## src/rtl/seq_alu.sv

```systemverilog
// seq_alu: multi-cycle ALU for the multi-cycle MIPS datapath.
// Single-cycle ops (and/or/add/sub/slt/sltu) complete one cycle after start;
// mult (shift-add) and divu (restoring) iterate WIDTH steps behind a
// start/busy/done handshake. Results and flags are held until the next
// completion.
module seq_alu #(
  parameter int WIDTH = 32
) (
  input  logic             clk,
  input  logic             reset,
  input  logic             start,
  input  logic [2:0]       ALUcontrol,
  input  logic [WIDTH-1:0] srca,
  input  logic [WIDTH-1:0] srcb,
  output logic             busy,
  output logic             done,
  output logic [WIDTH-1:0] out,
  output logic [WIDTH-1:0] hi,
  output logic             zero,
  output logic             ovf,
  output logic             dbz
);

  localparam int CW = $clog2(WIDTH + 1);

  typedef enum logic {S_IDLE, S_ITER} state_t;

  state_t           r_state;
  logic             r_busy, r_done, r_zero, r_ovf, r_dbz, r_is_div;
  logic [WIDTH-1:0] r_out, r_hi;
  logic [WIDTH-1:0] r_acc_hi, r_acc_lo, r_opnd;
  logic [CW-1:0]    r_count;

  logic [WIDTH-1:0] w_sum, w_diff, w_res;
  logic             w_ovf, w_multi;
  logic [WIDTH:0]   w_madd, w_rem_sh;
  logic [WIDTH-1:0] w_rem_sub, w_hi_n, w_lo_n;
  logic             w_ge;

  assign w_sum   = srca + srcb;
  assign w_diff  = srca - srcb;
  assign w_multi = (ALUcontrol == 3'd3) || (ALUcontrol == 3'd4);

  // Single-cycle result and signed-overflow flag from the live operands.
  always_comb begin
    w_res = '0;
    w_ovf = 1'b0;
    case (ALUcontrol)
      3'd0: w_res = srca & srcb;
      3'd1: w_res = srca | srcb;
      3'd2: begin
        w_res = w_sum;
        w_ovf = (srca[WIDTH-1] == srcb[WIDTH-1]) && (w_sum[WIDTH-1] != srca[WIDTH-1]);
      end
      3'd5: w_res = {{(WIDTH-1){1'b0}}, (srca < srcb)};
      3'd6: begin
        w_res = w_diff;
        w_ovf = (srca[WIDTH-1] != srcb[WIDTH-1]) && (w_diff[WIDTH-1] != srca[WIDTH-1]);
      end
      3'd7: w_res = {{(WIDTH-1){1'b0}}, ($signed(srca) < $signed(srcb))};
      default: w_res = '0;
    endcase
  end

  // One iteration step: shift-add for mult, restoring subtract for divu.
  // For divu, r_acc_hi is the partial remainder and r_acc_lo shifts the
  // dividend out at the top while quotient bits enter at the bottom. A zero
  // divisor naturally yields an all-ones quotient and remainder == dividend.
  always_comb begin
    w_madd    = {1'b0, r_acc_hi} + (r_acc_lo[0] ? {1'b0, r_opnd} : '0);
    w_rem_sh  = {r_acc_hi, r_acc_lo[WIDTH-1]};
    w_ge      = (w_rem_sh >= {1'b0, r_opnd});
    w_rem_sub = w_rem_sh[WIDTH-1:0] - r_opnd;
    if (r_is_div) begin
      if (w_ge) begin
        w_hi_n = w_rem_sub;
        w_lo_n = {r_acc_lo[WIDTH-2:0], 1'b1};
      end else begin
        w_hi_n = w_rem_sh[WIDTH-1:0];
        w_lo_n = {r_acc_lo[WIDTH-2:0], 1'b0};
      end
    end else begin
      w_hi_n = w_madd[WIDTH:1];
      w_lo_n = {w_madd[0], r_acc_lo[WIDTH-1:1]};
    end
  end

  // Control FSM with registered outputs; working operands are not reset.
  always_ff @(posedge clk) begin
    if (reset) begin
      r_state <= S_IDLE;
      r_busy  <= 1'b0;
      r_done  <= 1'b0;
      r_out   <= '0;
      r_hi    <= '0;
      r_zero  <= 1'b1;
      r_ovf   <= 1'b0;
      r_dbz   <= 1'b0;
      r_count <= '0;
    end else begin
      r_done <= 1'b0;
      case (r_state)
        S_IDLE: begin
          if (start) begin
            if (w_multi) begin
              r_is_div <= (ALUcontrol == 3'd4);
              r_acc_hi <= '0;
              r_acc_lo <= srca;
              r_opnd   <= srcb;
              r_count  <= CW'(WIDTH);
              r_busy   <= 1'b1;
              r_state  <= S_ITER;
            end else begin
              r_out  <= w_res;
              r_hi   <= '0;
              r_zero <= (w_res == '0);
              r_ovf  <= w_ovf;
              r_dbz  <= 1'b0;
              r_done <= 1'b1;
            end
          end
        end
        S_ITER: begin
          r_acc_hi <= w_hi_n;
          r_acc_lo <= w_lo_n;
          r_count  <= r_count - 1'b1;
          if (r_count == CW'(1)) begin
            r_out   <= w_lo_n;
            r_hi    <= w_hi_n;
            r_zero  <= (w_lo_n == '0);
            r_ovf   <= 1'b0;
            r_dbz   <= r_is_div && (r_opnd == '0);
            r_done  <= 1'b1;
            r_busy  <= 1'b0;
            r_state <= S_IDLE;
          end
        end
        default: r_state <= S_IDLE;
      endcase
    end
  end

  assign busy = r_busy;
  assign done = r_done;
  assign out  = r_out;
  assign hi   = r_hi;
  assign zero = r_zero;
  assign ovf  = r_ovf;
  assign dbz  = r_dbz;

endmodule

```

## config.mk

```make
export PLATFORM = sky130hd
export DESIGN_NAME = seq_alu
export DESIGN_NICKNAME = d
export VERILOG_FILES = /design/src/rtl/seq_alu.sv
export SDC_FILE = /design/constraint.sdc
export NUM_CORES = 1
export LEC_CHECK = 0
export BUFFER_PORTS_ARGS = -buffer_cell sky130_fd_sc_hd__buf_2
export CAP_MARGIN = 20
export CORE_ASPECT_RATIO = 0.8
export CORE_MARGIN = 4
export CORE_UTILIZATION = 48
export CTS_BUF_LIST = sky130_fd_sc_hd__clkbuf_16
export CTS_CLUSTER_DIAMETER = 150
export CTS_CLUSTER_SIZE = 30
export DETAILED_ROUTE_END_ITERATION = 8
export PLACE_DENSITY = 0.66
export RECOVER_POWER = 50
export SLEW_MARGIN = 30
export SYNTH_ARGS = -nofsm -noshare
export SYNTH_HDL_FRONTEND = slang
export SYNTH_SLANG_ARGS = --single-unit
```

## constraint.sdc

```tcl
create_clock -name clk -period 5.3 [get_ports clk]
set_clock_uncertainty 0.1 [all_clocks]
set_input_delay 0.265 -clock clk [delete_from_list [all_inputs] [get_ports clk]]
set_output_delay 0.265 -clock clk [all_outputs]
set_load 0.01 [all_outputs]
```

Word level (Yosys, flattened, before mapping). Index checks and enable logic that the tools add are counted. Widths: inputs -> output; s select.

Add/sub/neg operators: 5. $mul: 0. Div/mod/pow operators: 0. $lt $le $gt $ge: 3. Eq/ne operators: 16. Shifts and indexed selects: 0. Multiplexer cells: 47. Bitwise operators: 4. Reductions and logical operators: 13.

Operators by type and width (count): $mux 32 (14); $pmux 32 s2 (4); $pmux 32 s6 (1); $logic_not 32->1 (3); $lt 32x32->1 (2); $sub 32x32->32 (2); $add 32x32->33 (1); $ge 33x32->1 (1); $add 32x32->32 (1); $and 32x32->32 (1); $or 32x32->32 (1); $mux 1 (18); $pmux 1 s2 (7); $eq 3x3->1 const B (4); $mux 6 (2); $pmux 6 s2 (1); $reduce_and 3->1 (3); $eq 3x2->1 const B (2); $eq 6x1->1 const B (1); $ne 2x2->1 const B (3); $sub 6x1->6 const B (1); $reduce_and 4->1 (1); $eq 3x1->1 const B (1); $logic_and 1x1->1 (3); other kinds (7) (10).

Flip-flop bits (word level): 173. Latch bits: 0. Bits in writable memories: 0. Memory bits (read-only): 0. Output and inout port bits: 69. Logic and storage cells: 101. Memories: 0.

Depth between registers and ports, before layout.
Depth after elaboration: 7. Depth in mapped cells: 16. Mapped depth without buffers: 16.

Worst setup path after synthesis. Ideal clock, no wire load.

Kind: reg-to-reg. Start: register r_state. End: register r_acc_hi[0], enable pin. Data arrival time: 3.690 ns. Setup slack: 1.023 ns. Stages on the path, launching flop included: 5. Period minus slack after synthesis: 4.277 ns. Path through: dfxtp_1 > clkbuf_1 > clkbuf_1 > a21oi_1 > nor2_1.

Longest elaborated chain between the ends: 3. Elaborated cells between the ends (all ways): 4. Those cells by class: eq/ne (2); bitwise (1); reduce/logical (1).

RTL lines: start: declaration (RTL line 28) `state_t r_state;`; start signal: assignment (RTL line 91) `r_state <= S_IDLE;`; start signal: assignment (RTL line 112) `r_state <= S_ITER;`; start signal: assignment (RTL line 135) `r_state <= S_IDLE;`; $not 1->1 (no source line) *; $ne 2x2->1 (no source line); $reduce_and 3->1 (no source line) *; end signal: assignment (RTL line 124) `r_acc_hi <= w_hi_n;`; end: declaration (RTL line 31) `logic [WIDTH-1:0] r_acc_hi, r_acc_lo, r_opnd;`.

Mark *: on every way between the ends. The rest lies on a longest branch, timed or not. A chain may end at the register's enable or synchronous reset.

Final worst setup path.
Start: input ALUcontrol[2]. End: register r_hi[1] (netlist: hi[1]).

Longest elaborated chain between the ends: 4. Elaborated cells between the ends (all ways): 5. Those cells by class: eq/ne (3); reduce/logical (2).

RTL lines: start: declaration (RTL line 12) `input logic [2:0] ALUcontrol,`; $eq 3x2->1 / $eq 3x3->1 (equally long branches) (RTL line 42) `assign w_multi = (ALUcontrol == 3'd3) || (ALUcontrol == 3'd4);`; $logic_or 1x1->1 * (RTL line 42); $ne 2x2->1 (no source line) *; $reduce_and 3->1 (no source line) *; end signal: assignment (RTL line 129) `r_hi <= w_hi_n;`; end: declaration (RTL line 30) `logic [WIDTH-1:0] r_out, r_hi;`.

Marked as above.

==> results_tabular.tex <==
\begin{tabular}{lr}
\hline
Metric & Value \\
\hline
\multicolumn{2}{l}{\textbf{Run status}} \\
Result of the run & complete, but fails checks \\
Failing checks & max-capacitance violations, max-slew violations \\
\multicolumn{2}{l}{\textbf{Yosys}} \\
Most area-consuming cells after synthesis & sky130\_fd\_sc\_hd\_\_edfxtp\_1 (18\%), sky130\_fd\_sc\_hd\_\_ha\_1 (13\%), sky130\_fd\_sc\_hd\_\_dfxtp\_1 (9.6\%), sky130\_fd\_sc\_hd\_\_a21oi\_1 (5.4\%), sky130\_fd\_sc\_hd\_\_nand2\_1 (4.6\%) \\
Number of distinct library cell variants in the gate-level netlist after synthesis & 78 \\
Number of register bits inferred by synthesis & 173 \\
Yosys top cell area share & 0.1845 \\
Fraction of registers with async set/reset & 0 \\
Most area-hungry cell type in the Yosys netlist & sky130\_fd\_sc\_hd\_\_edfxtp\_1 \\
Top\_reg\_cell synth & sky130\_fd\_sc\_hd\_\_edfxtp\_1 \\
Count of warnings emitted by yosys & 0 \\
Post-synthesis average cell area & 8.136 um\^{}2 \\
Post-synth design cell area & 15,790 um\^{}2 \\
Net count after synthesis & 2,180 \\
Fraction of the yosys area taken by sequential cells & 0.2808 \\
Synthesized instance count & 1,941 \\
Number of flops mapped to enable cells by yosys & 97 \\
\multicolumn{2}{l}{\textbf{Pwr}} \\
Psw & 1.453 mW \\
Logic pwr share & 0.281 \\
Power Dens Cells & 226.9 nW/um\^{}2 \\
Internal power contribution & 2.553 mW \\
Peak supply drop & 0.2358 mV \\
Sequential Power Share & 0.380 \\
Leak pwr & 7.426 nW \\
Switching fraction of total power & 0.3627 \\
Clk pwr share & 0.339 \\
\multicolumn{2}{l}{\textbf{Critical path}} \\
Stages on the worst setup path & 8 \\
Crit-path cells & clkbuf\_1 > clkbuf\_1 > o21bai\_1 > o21ai\_2 > clkbuf\_1 > nor2\_4 > buf\_16 > a22o\_1 \\
Kind of cell adding the most delay to the critical path & buffers and inverters \\
Timing endpoint of the critical path & hi[1]\$\_SDFFE\_PP0P\_ \\
Endpoint of the lowest-slack register-to-register path & zero\$\_SDFFE\_PP1P\_ \\
CP Data Arrival Time & 5380 ps \\
Delay contributed by the slowest stage of the critical path & 1470 ps \\
Timing startpoint of the critical path & ALUcontrol[2] \\
Startpoint of the worst-slack reg-to-reg timing path & r\_opnd[10]\$\_DFFE\_PP\_ \\
R2r worst-path depth & 14 \\
CP Capture Type & flop \\
Worst-path maximum fanout & 33 \\
Setup slack of the worst register-to-register path & 820 ps \\
Slowest cell on the critical path & sky130\_fd\_sc\_hd\_\_clkbuf\_1 \\
Critical Path Most Common Cell & sky130\_fd\_sc\_hd\_\_clkbuf\_1 \\
Kind of critical path & in2reg \\
Type of origin of the critical path & primary input \\
Data required time of the worst path & 5550 ps \\
Number of buffer and inverter stages on the critical path & 4 \\
\multicolumn{2}{l}{\textbf{Detailed routing}} \\
Aggregate routed wire length & 55,860 um \\
Vias after detailed routing & 15,430 \\
Total iterations of the first detailed-routing run & 5 \\
Total DRC errors in the routed layout & 0 \\
Via-per-instance ratio & 6.182 \\
Routed wire per std cell & 22.39 um \\
Detail Route Antenna Nets & 0 \\
Detailed Route Iter0 Violations & 1,864 \\
\multicolumn{2}{l}{\textbf{Global routing}} \\
Met2 demand-to-capacity share in global routing & 0.4674 \\
GR Overflow Total & 0 \\
Maximum number of pins on one net before global-route repair & 69 \\
Layer with the highest usage after global routing & met2 \\
GRT Util Overall & 0.3023 \\
Met3 routing resource usage after global routing & 0.04423 \\
Antenna violations before repair & 3 \\
Via count of the first global-routing pass & 14,590 \\
GR Util met1 & 0.4480 \\
First-pass GRT wire length & 85,380 um \\
\multicolumn{2}{l}{\textbf{STA}} \\
Unrepaired setup endpoints after global routing & no \\
Final number of hold-violating endpoints & 0 \\
Tightest Pin Transition & 2628 ps \\
Count of endpoints failing setup in the final report & 0 \\
Total negative slack & 0 ps \\
Hold slack & 99.18 ps \\
Crit share post-route & 0.9692 \\
Max-slew headroom at the worst pin & -0.7582 \\
Maximum clock frequency & 194.7 MHz \\
Final Slew Violations & 130 \\
Min Tclk post-route & 5137 ps \\
\multicolumn{2}{l}{\textbf{Worst hold path}} \\
Startpoint of the lowest-slack hold path & start \\
Class of the tightest hold or removal check & in2reg \\
\multicolumn{2}{l}{\textbf{Final layout}} \\
FILL cells & 3,140 \\
Growth of design area from synthesis to finish & 11.77\% \\
Net count, final & 2,291 \\
Area of the multi-input gates & 10,360 um\^{}2 \\
Sequential Area & 4434 um\^{}2 \\
Most used cells in the layout excluding fill and tap cells & sky130\_fd\_sc\_hd\_\_nand2\_1 (192), sky130\_fd\_sc\_hd\_\_inv\_1 (174), sky130\_fd\_sc\_hd\_\_a21oi\_1 (169) \\
Leading cell type in the layout, fill and taps excluded & sky130\_fd\_sc\_hd\_\_nand2\_1 \\
Final std cells w/o fill & 2,495 \\
Share of cells above drive strength 1 & 0.05617 \\
\multicolumn{2}{l}{\textbf{Floorplanning}} \\
FP Rows & 59 \\
DIE AREA & 35,880 um\^{}2 \\
CORE AREA & 32,480 um\^{}2 \\
Height of the die & 170.2 um \\
Initial Util & 0.4862 \\
Number of ports placed on the die boundary & 139 \\
Die outline width & 210.8 um \\
\multicolumn{2}{l}{\textbf{Run}} \\
Max-cap violation count & 4 \\
\multicolumn{2}{l}{\textbf{CTS}} \\
CTS-repair resized insts & 0 \\
Post-CTS Repair Setup Buffers & 0 \\
Clock tree from TritonCTS & built \\
\# H-tree levels & 4 \\
Number of clock sinks & 173 \\
Clk buf depth & 2 \\
Cts hold-fix bufs & 23 \\
CTS Root Cell & sky130\_fd\_sc\_hd\_\_clkbuf\_16 \\
Num CTS Buffers & 17 \\
Clock latency on the worst-skew pair & 450 ps \\
Clock-pin slew reported for the worst setup and hold paths after clock tree synthesis & 90 ps \\
\multicolumn{2}{l}{\textbf{Placed design}} \\
GP Congestion & 1.005 \\
Placed cells & 2,437 \\
Buffers on Ports & 138 \\
Placed wire-length estimate after detailed placement & 42,730 um \\
\hline
\end{tabular}
## power by group through the flow
stage	Sequential (mW)	Clock, mW	Combinational, mW
2_1_floorplan	1.54	0	0.739
3_3_place_gp	1.55	0	1.09
3_5_place_dp	1.55	0	1.09
4_1_cts	1.52	1.37	1.11
5_1_grt	1.53	1.43	1.22
6_report	1.52	1.36	1.13
## worst reg2reg max path, delay by kind of cell, from the launching register on
kind,cells,cell delay (ps)
AO/OA/AOI/OAI,9,2380
adder cells (fa/ha/maj),1,360
flip-flops,1,490
AND/OR/NAND/NOR,3,1010
buffers and inverters,1,80
## synthesized netlist by cell type, types with 38 or more instances
cell,number
sky130_fd_sc_hd__nand2_1,192
sky130_fd_sc_hd__inv_1,174
sky130_fd_sc_hd__a21oi_1,169
sky130_fd_sc_hd__ha_1,165
sky130_fd_sc_hd__nor2_1,120
sky130_fd_sc_hd__edfxtp_1,97
sky130_fd_sc_hd__clkbuf_1,78
sky130_fd_sc_hd__dfxtp_1,76
sky130_fd_sc_hd__mux2i_1,68
sky130_fd_sc_hd__o21ai_0,63
sky130_fd_sc_hd__and2_1,61
sky130_fd_sc_hd__xnor2_1,59
sky130_fd_sc_hd__o211ai_1,41
sky130_fd_sc_hd__nand3_1,40
sky130_fd_sc_hd__o21ai_1,38
## layer usage
layer  vias up  wire, um
li1       7224         -
met1      7399     25890
met2       724     24210
met3        78      4559
met4         0      1208
met5         -         0
## cell families (layout without fill, tap and decap cells)
| kind of cell | Yosys count | after routing | synth area share |
|---|---|---|---|
| compound gates | 602 | 602 | 0.2511 |
| buf+inv | 271 | 395 | 0.06529 |
| fa+ha+maj | 169 | 169 | 0.1358 |
| flops | 173 | 173 | 0.2808 |
| simple gates | 570 | 570 | 0.1742 |
| xor+xnor | 82 | 82 | 0.04548 |
| other cells | 0 | 3 | 0 |
| mux | 74 | 74 | 0.04738 |
## area by class of cell
cell class	count	area share
clock buffer	18	0.02552
timing repair buffer	186	0.05791
sequential	173	0.2512
antenna	3	0.0004253
multi-input combinational	1497	0.5869
clock inverter	14	0.01007
tap	427	0.03027
inverter	177	0.03764
## state kept, by name, summed over array words and instances (netlist names)
signal	count
r_is_div	1
ovf	1
out	32
r_acc_lo	32
hi	32
r_acc_hi	32
done	1
busy	1
r_count	6
dbz	1
r_opnd	32
r_state	1
zero	1
## metrics by stage
stage | setup slack [ps] | utilization | area [um^2] | power, mW
2_1_floorplan | 1023 | - | 15790 | 2.280
3_3_place_gp | 784.1 | 0.5198 | 16880 | 2.634
3_5_place_dp | 676.2 | 0.5215 | 16940 | 2.637
4_1_cts | 555.9 | 0.5480 | 17800 | 4.001
5_1_grt | 198.7 | 0.5433 | 17650 | 4.176
6_report | 163.5 | 0.5434 | 17650 | 4.005
## worst min-delay path by stage
stage	to	slack, ps	cells past startpoint
2_1_floorplan	r_opnd[0]$_DFFE_PP_	260	0
3_3_place_gp	hi[17]$_SDFFE_PP0P_	340	2
3_5_place_dp	hi[17]$_SDFFE_PP0P_	340	2
4_1_cts	r_opnd[12]$_DFFE_PP_	4	1
5_1_grt	r_opnd[12]$_DFFE_PP_	110	1
6_report	ovf$_SDFFE_PP0P_	100	3
Note: power is estimated with default switching activity, not from simulation.
